`config.mk`:
```
export PLATFORM = sky130hd
export DESIGN_NAME = sobel_window_gen
export DESIGN_NICKNAME = d
export VERILOG_FILES = /design/src/rtl/sobel_window_gen.sv
export SDC_FILE = /design/constraint.sdc
export NUM_CORES = 2
export LEC_CHECK = 0
export ABC_AREA = 1
export BUFFER_PORTS_ARGS = -buffer_cell sky130_fd_sc_hd__clkbuf_2
export CORE_AREA = 2 2 475 477
export DETAILED_ROUTE_END_ITERATION = 10
export DIE_AREA = 0 0 477 479
export PLACE_DENSITY = 0.47
export SYNTH_ARGS = -nofsm -noshare
export SYNTH_HDL_FRONTEND = slang
export SYNTH_SLANG_ARGS = --single-unit
```
`constraint.sdc`:
```
create_clock -name csi_clkrst_clk -period 5.2 [get_ports csi_clkrst_clk]
set_input_delay 0.26 -clock csi_clkrst_clk [delete_from_list [all_inputs] [get_ports csi_clkrst_clk]]
set_output_delay 0.26 -clock csi_clkrst_clk [all_outputs]
set_load 0.02 [all_outputs]
```
`src/rtl/sobel_window_gen.sv`:
```
// sobel_window_gen: turns a raster stream of 8-bit grey pixels into a stream of
// 3x3 windows. Two line buffers hold the previous two lines. Two column registers
// plus the incoming column form the window, which goes out through one output
// register with zero-bubble back-pressure.
module sobel_window_gen #(
   parameter int unsigned IMG_X_SIZE = 100,
   parameter int unsigned IMG_Y_SIZE = 100
) (
   input  logic        csi_clkrst_clk,
   input  logic        csi_clkrst_reset,
   input  logic [7:0]  asi_sink1_data,
   input  logic        asi_sink1_startofpacket,
   input  logic        asi_sink1_endofpacket,
   input  logic        asi_sink1_valid,
   output logic        asi_sink1_ready,
   input  logic        aso_source1_ready,
   output logic [71:0] aso_source1_data,
   output logic        aso_source1_startofpacket,
   output logic        aso_source1_endofpacket,
   output logic        aso_source1_valid,
   output logic        frame_error
);

   localparam int unsigned XW = $clog2(IMG_X_SIZE);
   localparam int unsigned YW = $clog2(IMG_Y_SIZE);
   localparam logic [XW-1:0] X_LAST = XW'(IMG_X_SIZE - 1);
   localparam logic [YW-1:0] Y_LAST = YW'(IMG_Y_SIZE - 1);

   typedef enum logic [1:0] {
      S_IDLE = 2'd0,
      S_RUN  = 2'd1
   } state_t;

   state_t        state, state_nx;
   logic [XW-1:0] x, x_nx, pix_x;
   logic [YW-1:0] y, y_nx;
   logic          accept, pix_we, emit, emit_sop, emit_eop, err;

   // lb1 holds line y-1 and lb2 holds line y-2, both indexed by column.
   logic [7:0]    lb1 [IMG_X_SIZE];
   logic [7:0]    lb2 [IMG_X_SIZE];
   // Columns x-2 and x-1 of the window, packed as {top, mid, bottom}.
   logic [23:0]   col1, col2;
   logic [23:0]   col_new;
   logic [71:0]   window;

   assign asi_sink1_ready = !aso_source1_valid || aso_source1_ready;
   assign accept          = asi_sink1_valid && asi_sink1_ready && !csi_clkrst_reset;

   // The incoming pixel completes column x: the two older lines come from the line buffers.
   assign col_new = {lb2[pix_x], lb1[pix_x], asi_sink1_data};
   assign window  = {col1[23:16], col2[23:16], col_new[23:16],
                     col1[15:8],  col2[15:8],  col_new[15:8],
                     col1[7:0],   col2[7:0],   col_new[7:0]};

   // Frame FSM: decides pixel position, window emission and framing errors.
   always_comb begin
      state_nx = state;
      x_nx     = x;
      y_nx     = y;
      pix_x    = x;
      pix_we   = 1'b0;
      emit     = 1'b0;
      emit_sop = 1'b0;
      emit_eop = 1'b0;
      err      = 1'b0;
      case (state)
         S_IDLE: begin
            if (accept && asi_sink1_startofpacket) begin
               pix_we   = 1'b1;
               pix_x    = '0;
               x_nx     = XW'(1);
               y_nx     = '0;
               state_nx = S_RUN;
            end
         end
         S_RUN: begin
            if (accept) begin
               if (asi_sink1_startofpacket) begin
                  // Restart: the abandoned frame's pixels are never used again.
                  err    = 1'b1;
                  pix_we = 1'b1;
                  pix_x  = '0;
                  x_nx   = XW'(1);
                  y_nx   = '0;
               end else if (x == X_LAST && y == Y_LAST) begin
                  pix_we   = 1'b1;
                  emit     = 1'b1;
                  emit_sop = (x == XW'(2)) && (y == YW'(2));
                  emit_eop = 1'b1;
                  err      = !asi_sink1_endofpacket;
                  x_nx     = '0;
                  y_nx     = '0;
                  state_nx = S_IDLE;
               end else if (asi_sink1_endofpacket) begin
                  err      = 1'b1;
                  x_nx     = '0;
                  y_nx     = '0;
                  state_nx = S_IDLE;
               end else begin
                  pix_we   = 1'b1;
                  emit     = (x >= XW'(2)) && (y >= YW'(2));
                  emit_sop = (x == XW'(2)) && (y == YW'(2));
                  if (x == X_LAST) begin
                     x_nx = '0;
                     y_nx = y + YW'(1);
                  end else begin
                     x_nx = x + XW'(1);
                  end
               end
            end
         end
         default: begin
            state_nx = S_IDLE;
            x_nx     = '0;
            y_nx     = '0;
         end
      endcase
   end

   // State and position counters.
   always_ff @(posedge csi_clkrst_clk) begin
      if (csi_clkrst_reset) begin
         state <= S_IDLE;
         x     <= '0;
         y     <= '0;
      end else begin
         state <= state_nx;
         x     <= x_nx;
         y     <= y_nx;
      end
   end

   // Output register: loads only when empty or draining, holds while stalled.
   always_ff @(posedge csi_clkrst_clk) begin
      if (csi_clkrst_reset) begin
         aso_source1_valid         <= 1'b0;
         aso_source1_startofpacket <= 1'b0;
         aso_source1_endofpacket   <= 1'b0;
         aso_source1_data          <= '0;
         frame_error               <= 1'b0;
      end else begin
         frame_error <= err;
         if (asi_sink1_ready) begin
            aso_source1_valid         <= emit;
            aso_source1_startofpacket <= emit_sop;
            aso_source1_endofpacket   <= emit_eop;
            if (emit) begin
               aso_source1_data <= window;
            end
         end
      end
   end

   // Pixel storage: line buffers shift down one line per column, window columns shift left.
   always_ff @(posedge csi_clkrst_clk) begin
      if (pix_we) begin
         lb1[pix_x] <= asi_sink1_data;
         lb2[pix_x] <= lb1[pix_x];
         col1       <= col2;
         col2       <= col_new;
      end
   end

endmodule

```
Word level (Yosys, flattened, before mapping) --
Memory sizes are Yosys's and may differ from the RTL's. Index checks and enable logic that the tools add are counted.
Storage, ports and cells: memory bits (writable) 1600, logic and storage cells 93, memories 2, input bits 14, register bits 140, ROM bits 0, bits in latches 0
Memory list:
- lb1 | words 100, width 8, read ports 1, clocked after Yosys merged registers in 0, wr ports 1, RTL line 40 | logic [7:0] lb1 [IMG_X_SIZE];
- lb2 | words 100, width 8, read ports 1, clocked after Yosys merged registers in 0, wr ports 1, RTL line 41 | logic [7:0] lb2 [IMG_X_SIZE];
Cells by class: bitwise gates (word level) 2, equal/unequal tests 10, multiply operators 0, div/mod/pow operators 0, add/subtract/negate cells 2, shift-type cells 0, multiplexer cells 49, $lt $le $gt $ge 2, reduce and logical (&&, ||, !) cells 16
Operators by type and width (count):
- $mux 7 | 15
- $pmux 7 s2 | 3
- $mux 1 | 24
- $add 7x1->7 const B | 2
- $eq 7x2->1 const B | 2
- $eq 7x7->1 const B | 2
- $ge 7x2->1 const B | 2
- $mux 2 | 5
- $logic_and 1x1->1 | 6
- $ne 2x2->1 const B | 3
- $ne 5x5->1 const B | 1
- $pmux 2 s2 | 1
- $reduce_and 2->1 | 2
- $reduce_and 4->1 | 1
- $logic_not 1->1 | 3
- $ne 3x3->1 const B | 1
- $reduce_and 3->1 | 1
- $reduce_or 3->1 | 1
- $eq 2x1->1 const B | 1
- $logic_not 2->1 | 1
- $not 1->1 | 2
- $pmux 1 s2 | 1
- $logic_or 1x1->1 | 1

Longest topological paths before layout --
word-level depth 9, gate-level depth with buffers 21

Least setup slack after synthesis --
No wires, ideal clock.
kind register to register, start register x[5], end memory lb1[45][0] (enable), cell stages (with the launch flop) 12, clock period less this slack 5286 ps, data arrival time 4897 ps, setup slack -86 ps, library setup time 388 ps, cell sequence dfxtp_1 -> inv_1 -> nor3_1 -> and3_1 -> inv_1 -> nor4_4 -> inv_1 -> ha_1 -> o21ai_1 -> nand2_1 -> clkbuf_1 -> nor2_1
On the way: longest elaborated chain between the ends 8, elaborated cells on any way between the ends 12
Ends and longest elaborated chain:
- start: declaration | RTL line 35 | logic [XW-1:0] x, x_nx, pix_x;
- start signal: assignment | RTL line 129 | x <= x_nx;
- $eq 7x7->1 | RTL line 86 | end else if (x == X_LAST && y == Y_LAST) begin
- $logic_and 1x1->1 | RTL line 86
- $mux 1 | RTL line 86
- $mux 1 | RTL line 79 | if (asi_sink1_startofpacket) begin
- $mux 1 | RTL line 78 | if (accept) begin
- $pmux 1 s2 | RTL line 67 | case (state)
- named net pix_we | RTL line 37 | logic accept, pix_we, emit, emit_sop, emit_eop, err;
- $mux 1 | RTL line 157 | if (pix_we) begin
- $mux 1 (not written as such) | RTL line 158 | lb1[pix_x] <= asi_sink1_data;
- end: declaration | RTL line 40
The timed path passes the listed nets, and every way through them passes these cells.

Final worst setup path --
start register x[0], end memory lb2[1][3], data pin
On the way: longest elaborated chain between the ends 4, elaborated cells on any way between the ends 5
Ends and longest elaborated chain:
- $mux 7 | RTL line 79
- $mux 7 | RTL line 78
- $pmux 7 s2 (*) | RTL line 67
- $mem_v2 100x8 (*)
- named net col_new[11] | RTL line 44 | logic [23:0] col_new;
- end: declaration | RTL line 41
The timed path passes the listed nets; every way through them passes the cells marked *.

==> results.md <==
- The flow ran to the end, and the final reports show no timing, DRC or antenna violations.
- The final-stage net count is 7355.
- The worst-case IR drop observed on VDD is 0.331 mV.
- Setup repair after global routing left no endpoint under its margin.
- The area taken by multi-input logic gates is 19800 um^2.
- Yosys mapped a number of flops with a built-in enable equal to 1648.
- The yosys synthesis warning count is 0.
- In this run the number of H-tree levels came out at 4.
- The maximum number of pins on one net before global-route repair is 106.
- The final number of hold-violating endpoints is 0.
- In the final layout, flip-flops and latches occupy 51300 um^2.
- The post-CTS repair timing setup buffer count is 0.
- The starting utilization of the core area is 32.8%.
- The half-perimeter wire length after detailed placement is 140000 um.
- The largest total area in the synthesized netlist belongs to sky130_fd_sc_hd__edfxtp_1.
- The clock skew after layout is 0.0510 ns.
- For the worst flop-to-flop path, the logic depth is 16.
- CTS saw 1739 sinks.
- After the first detailed-routing iteration, the DRC count stood at 4319.
- Power spread over the standard cell area amounts to 352 nW/um^2.
- In this run the tightest slew margin relative to its limit is 16.5%.
- The proportion of layout cells with a drive suffix above 1 is 8.75%.
- In the final timing run, aggregate negative setup slack is 0 ns.
- For this run, the leading register cell type out of synthesis is sky130_fd_sc_hd__edfxtp_1.
- The category of cells accounting for the largest share of critical-path delay is simple AND/OR/NAND/NOR gates.
- The worst hold path terminates at lb1[64][4].
- The area enclosed by the die boundary is 228000 um^2.
- The largest driver fanout on the critical path is 66.
- The placement row count is 174.
- The top cell type by area accounts for 67.5% of the synthesized area.
- The total CTS buffers is 192.
- Data arrives at the worst endpoint at 4.95 ns.
- The I/O pin total is 91.
- The number of vias in the routed layout is 51123.
- The share of the clock period used by the worst path is 83.4%.
- The type of element capturing the critical path is a flop.
- The synthesized design contains 1739 register bits.
- The growth of design area from synthesis to finish is 15.3%.
- Dividing the detail-routed wire length by the instance count gives 22.4 um.
- The worst reg2reg path startpoint is x[0].
- Counting I/O delays and the setup requirement, the final critical path takes 4.34 ns.
- Setup slack on the critical path of the routed design comes to 0.864 ns.
- The startpoint identified for the worst hold timing path is asi_sink1_data[4].
- At the pin with the least slew margin, the transition time is 1.25 ns.
- The per-cell via count in the routed design is 4.88.
- For this run, the slowest stage of the critical path takes 0.56 ns.
- In this run the worst hold path is classified as in -> reg.
- Routability-driven placement finished with a final weighted congestion of 0.917.
- The worst register-to-register path ends at lb2[1][3].
- In this run the horizontal extent of the chip is 477 um.
- Yosys mapped the design onto 35 distinct sky130hd cell types.
- Sequential cells were found to cover 70.0% of the synthesized design area.
- The number of remaining DRC errors is 0.
- After global routing the overflow that remains totals 0.
- sky130_fd_sc_hd__nand2_1 is the most common cell in the netlist.
- The sum of buffers and inverters on the critical path is 4.
- Traced cell by cell, the critical path runs through buf_12 > buf_12 > buf_4 > nand3_1 > nand2_1 > nand2_1 > nand2_1 > nand2_1 > nand2_1 > nand2_1 > nand2_1 > nor2_1 > nor2_1 > nor2_1 > nand2_4 > buf_4.
- The leakage dissipation is 33.8 nW.
- The tool flagged a number of max-cap violations equal to 0.
- The setup check on the worst reg-to-reg path leaves a slack of 0.86 ns.
- The post-synthesis instance area is 73300 um^2.
- The first global-routing pass estimated 343000 um of wire.
- The total routing resource utilization after global routing is 20.2%.
- The maximum clock rate is 0.231 GHz.
- After clock tree synthesis, the clock-pin slew on the worst setup and hold paths is 0.06 ns.
- The cell repeated most along the worst path is sky130_fd_sc_hd__nand2_1.
- Clock tree synthesis selected as its root buffer the cell sky130_fd_sc_hd__clkbuf_16.
- Among all stages on the critical path, the largest delay is contributed by sky130_fd_sc_hd__dfxtp_4.
- Counting every net in the synthesized netlist gives 7202.
- The sum of routed wire length over all layers is 235000 um.
- The setup path with the least slack is of type reg -> reg.
- The startpoint type of the worst setup path is a flop.
- For the worst setup path, the data required time is 5.81 ns.
- At the later pin of the worst-skew pair, clock insertion delay measures 0.86 ns.
- The first TritonRoute pass finished after 6 iterations.
- The number of antenna violations at the first check in global routing is 5.
- Ranked by total cell area, the synthesized netlist is headed by sky130_fd_sc_hd__edfxtp_1, sky130_fd_sc_hd__nand2_1, sky130_fd_sc_hd__nand3_1.
- The number of antenna-violating nets in the routed design is 0.
- The vertical extent of the die is 479 um.
- The fraction of synthesis flops using an asynchronous set or reset pin is 0%.
- The via count of the first global-routing pass is 48947.
- The final-layout fill cell count is 22123.
- The number of cells traversed by the worst hold path is 1.
- Setup violations remaining at the end of the flow were counted as 0.
- The number of buffers added on ports is 90.
- TritonCTS built the clock tree.
- The max-slew violation total from the final report is 0.
- Synthesis handed over a netlist of 7182 instances.
- The minimum setup slack after placement is 0.806 ns.
- Averaged over all synthesized cells, the footprint is 10.2 um^2.
- The total area inside the core boundary comes to 224000 um^2.
- By count the netlist is led by sky130_fd_sc_hd__nand2_1, sky130_fd_sc_hd__edfxtp_1, sky130_fd_sc_hd__nand3_1.
- No sink is reached through more buffers than the 3 on the longest clock path.
power by group:
group	switching, W	internal, W	leakage (nW)
Combinational	0.00103	0.000295	15.3
Sequential	0.0000110	0.0154	15.6
Clock	0.00562	0.00746	2.92
Total	0.00666	0.0231	33.8
layout by cell type (no fill, tap or decap), types with 10 or more instances in the layout:
cell                            instances
sky130_fd_sc_hd__nand4_1               14
sky130_fd_sc_hd__a21oi_1               90
sky130_fd_sc_hd__bufinv_16             10
sky130_fd_sc_hd__dlygate4sd3_1         14
sky130_fd_sc_hd__o21bai_1              15
sky130_fd_sc_hd__clkbuf_2              82
sky130_fd_sc_hd__nor2_1               301
sky130_fd_sc_hd__clkinv_2              34
sky130_fd_sc_hd__inv_1                121
sky130_fd_sc_hd__o21ai_0               69
sky130_fd_sc_hd__buf_12                40
sky130_fd_sc_hd__edfxtp_1            1648
sky130_fd_sc_hd__dfxtp_1               90
sky130_fd_sc_hd__buf_4                243
sky130_fd_sc_hd__nand2_1             3680
sky130_fd_sc_hd__o21ai_1               24
sky130_fd_sc_hd__nand3_1              642
sky130_fd_sc_hd__clkbuf_16            194
sky130_fd_sc_hd__clkbuf_1              55
sky130_fd_sc_hd__nand2_4               11
sky130_fd_sc_hd__clkinv_1              34
stage by stage:
stage | std cells | total power, W | util (%) | hold slack, ns | instance area [um^2]
3_5_place_dp | 10119 | 0.0170 | 35.1 | 0.433 | 78400
4_1_cts | 10480 | 0.0301 | 37.8 | 0.0138 | 84500
2_1_floorplan | 7182 | 0.0164 | - | 0.359 | 73300
5_1_grt | 10481 | 0.0307 | 37.8 | 0.0416 | 84500
6_report | 10484 | 0.0298 | 37.8 | 0.0539 | 84500
3_3_place_gp | 10119 | 0.0170 | 35.1 | 0.431 | 78400
worst reg2reg max path, stage by stage, from the launching register on:
cell	delay [ns]
sky130_fd_sc_hd__dfxtp_4	0.56
sky130_fd_sc_hd__buf_12	0.36
sky130_fd_sc_hd__buf_12	0.49
sky130_fd_sc_hd__buf_4	0.41
sky130_fd_sc_hd__nand3_1	0.13
sky130_fd_sc_hd__nand2_1	0.08
sky130_fd_sc_hd__nand2_1	0.05
sky130_fd_sc_hd__nand2_1	0.08
sky130_fd_sc_hd__nand2_1	0.05
sky130_fd_sc_hd__nand2_1	0.16
sky130_fd_sc_hd__nand2_1	0.12
sky130_fd_sc_hd__nand2_1	0.10
sky130_fd_sc_hd__nor2_1	0.10
sky130_fd_sc_hd__nor2_1	0.30
sky130_fd_sc_hd__nor2_1	0.17
sky130_fd_sc_hd__nand2_4	0.48
sky130_fd_sc_hd__buf_4	0.45
how the worst max path moves through the flow:
stage	startpoint	endpoint	slack (ns)	depth (start not counted)
after floorplan	x[5]	lb1[10][0]	0.92	11
after detailed placement	csi_clkrst_reset	lb2[4][3]	0.81	19
after global routing	x[0]	lb2[36][3]	0.73	16
after CTS	aso_source1_valid	lb2[26][0]	0.98	14
after global placement	csi_clkrst_reset	lb2[4][3]	0.75	19
final	x[0]	lb2[1][3]	0.86	16
logic make-up (layout without fill, tap and decap cells):
logic type / after synthesis / after routing / synth area share [%]
compound gates: 212 / 212 / 1.54
xor+xnor: 1 / 1 / 0.0119
fa+ha+maj: 6 / 6 / 0.102
buf+inv: 548 / 854 / 3.20
flops: 1739 / 1739 / 70.0
other cells: 0 / 4 / 0
simple gates: 4676 / 4676 / 25.2
timing repair:
action | CTS | global route
hold endpoints to repair | 225 | 0
hold buffers | 14 | 0
resized for setup | 0 | 0
state kept, by name (all words and copies together), names as in the netlist:
signal	count
aso_source1_endofpacket	1
aso_source1_startofpacket	1
lb2	800
col1	24
y	7
state	1
aso_source1_data	72
lb1	800
col2	24
x	7
aso_source1_valid	1
frame_error	1
metal layers:
layer | track usage [%] | share of wire [%] | vias up
met5 | 0 | 0.0055 | -
met4 | 6.49 | 3.1 | 2
met3 | 3.11 | 5.8 | 341
met2 | 32.0 | 46 | 1483
met1 | 28.3 | 45 | 25107
li1 | - | - | 24190
layout make-up:
type	instances	share of cell area [%]
Clock buffer	258	6.13
Timing Repair Buffer	379	3.76
Sequential cell	1739	60.7
Tap cell	2992	4.43
Antenna cell	4	0.0118
Inverter	128	0.589
Clock inverter	89	0.910
Multi-Input combinational cell	4895	23.5
No activity file was read; power rests on OpenSTA's default activity.
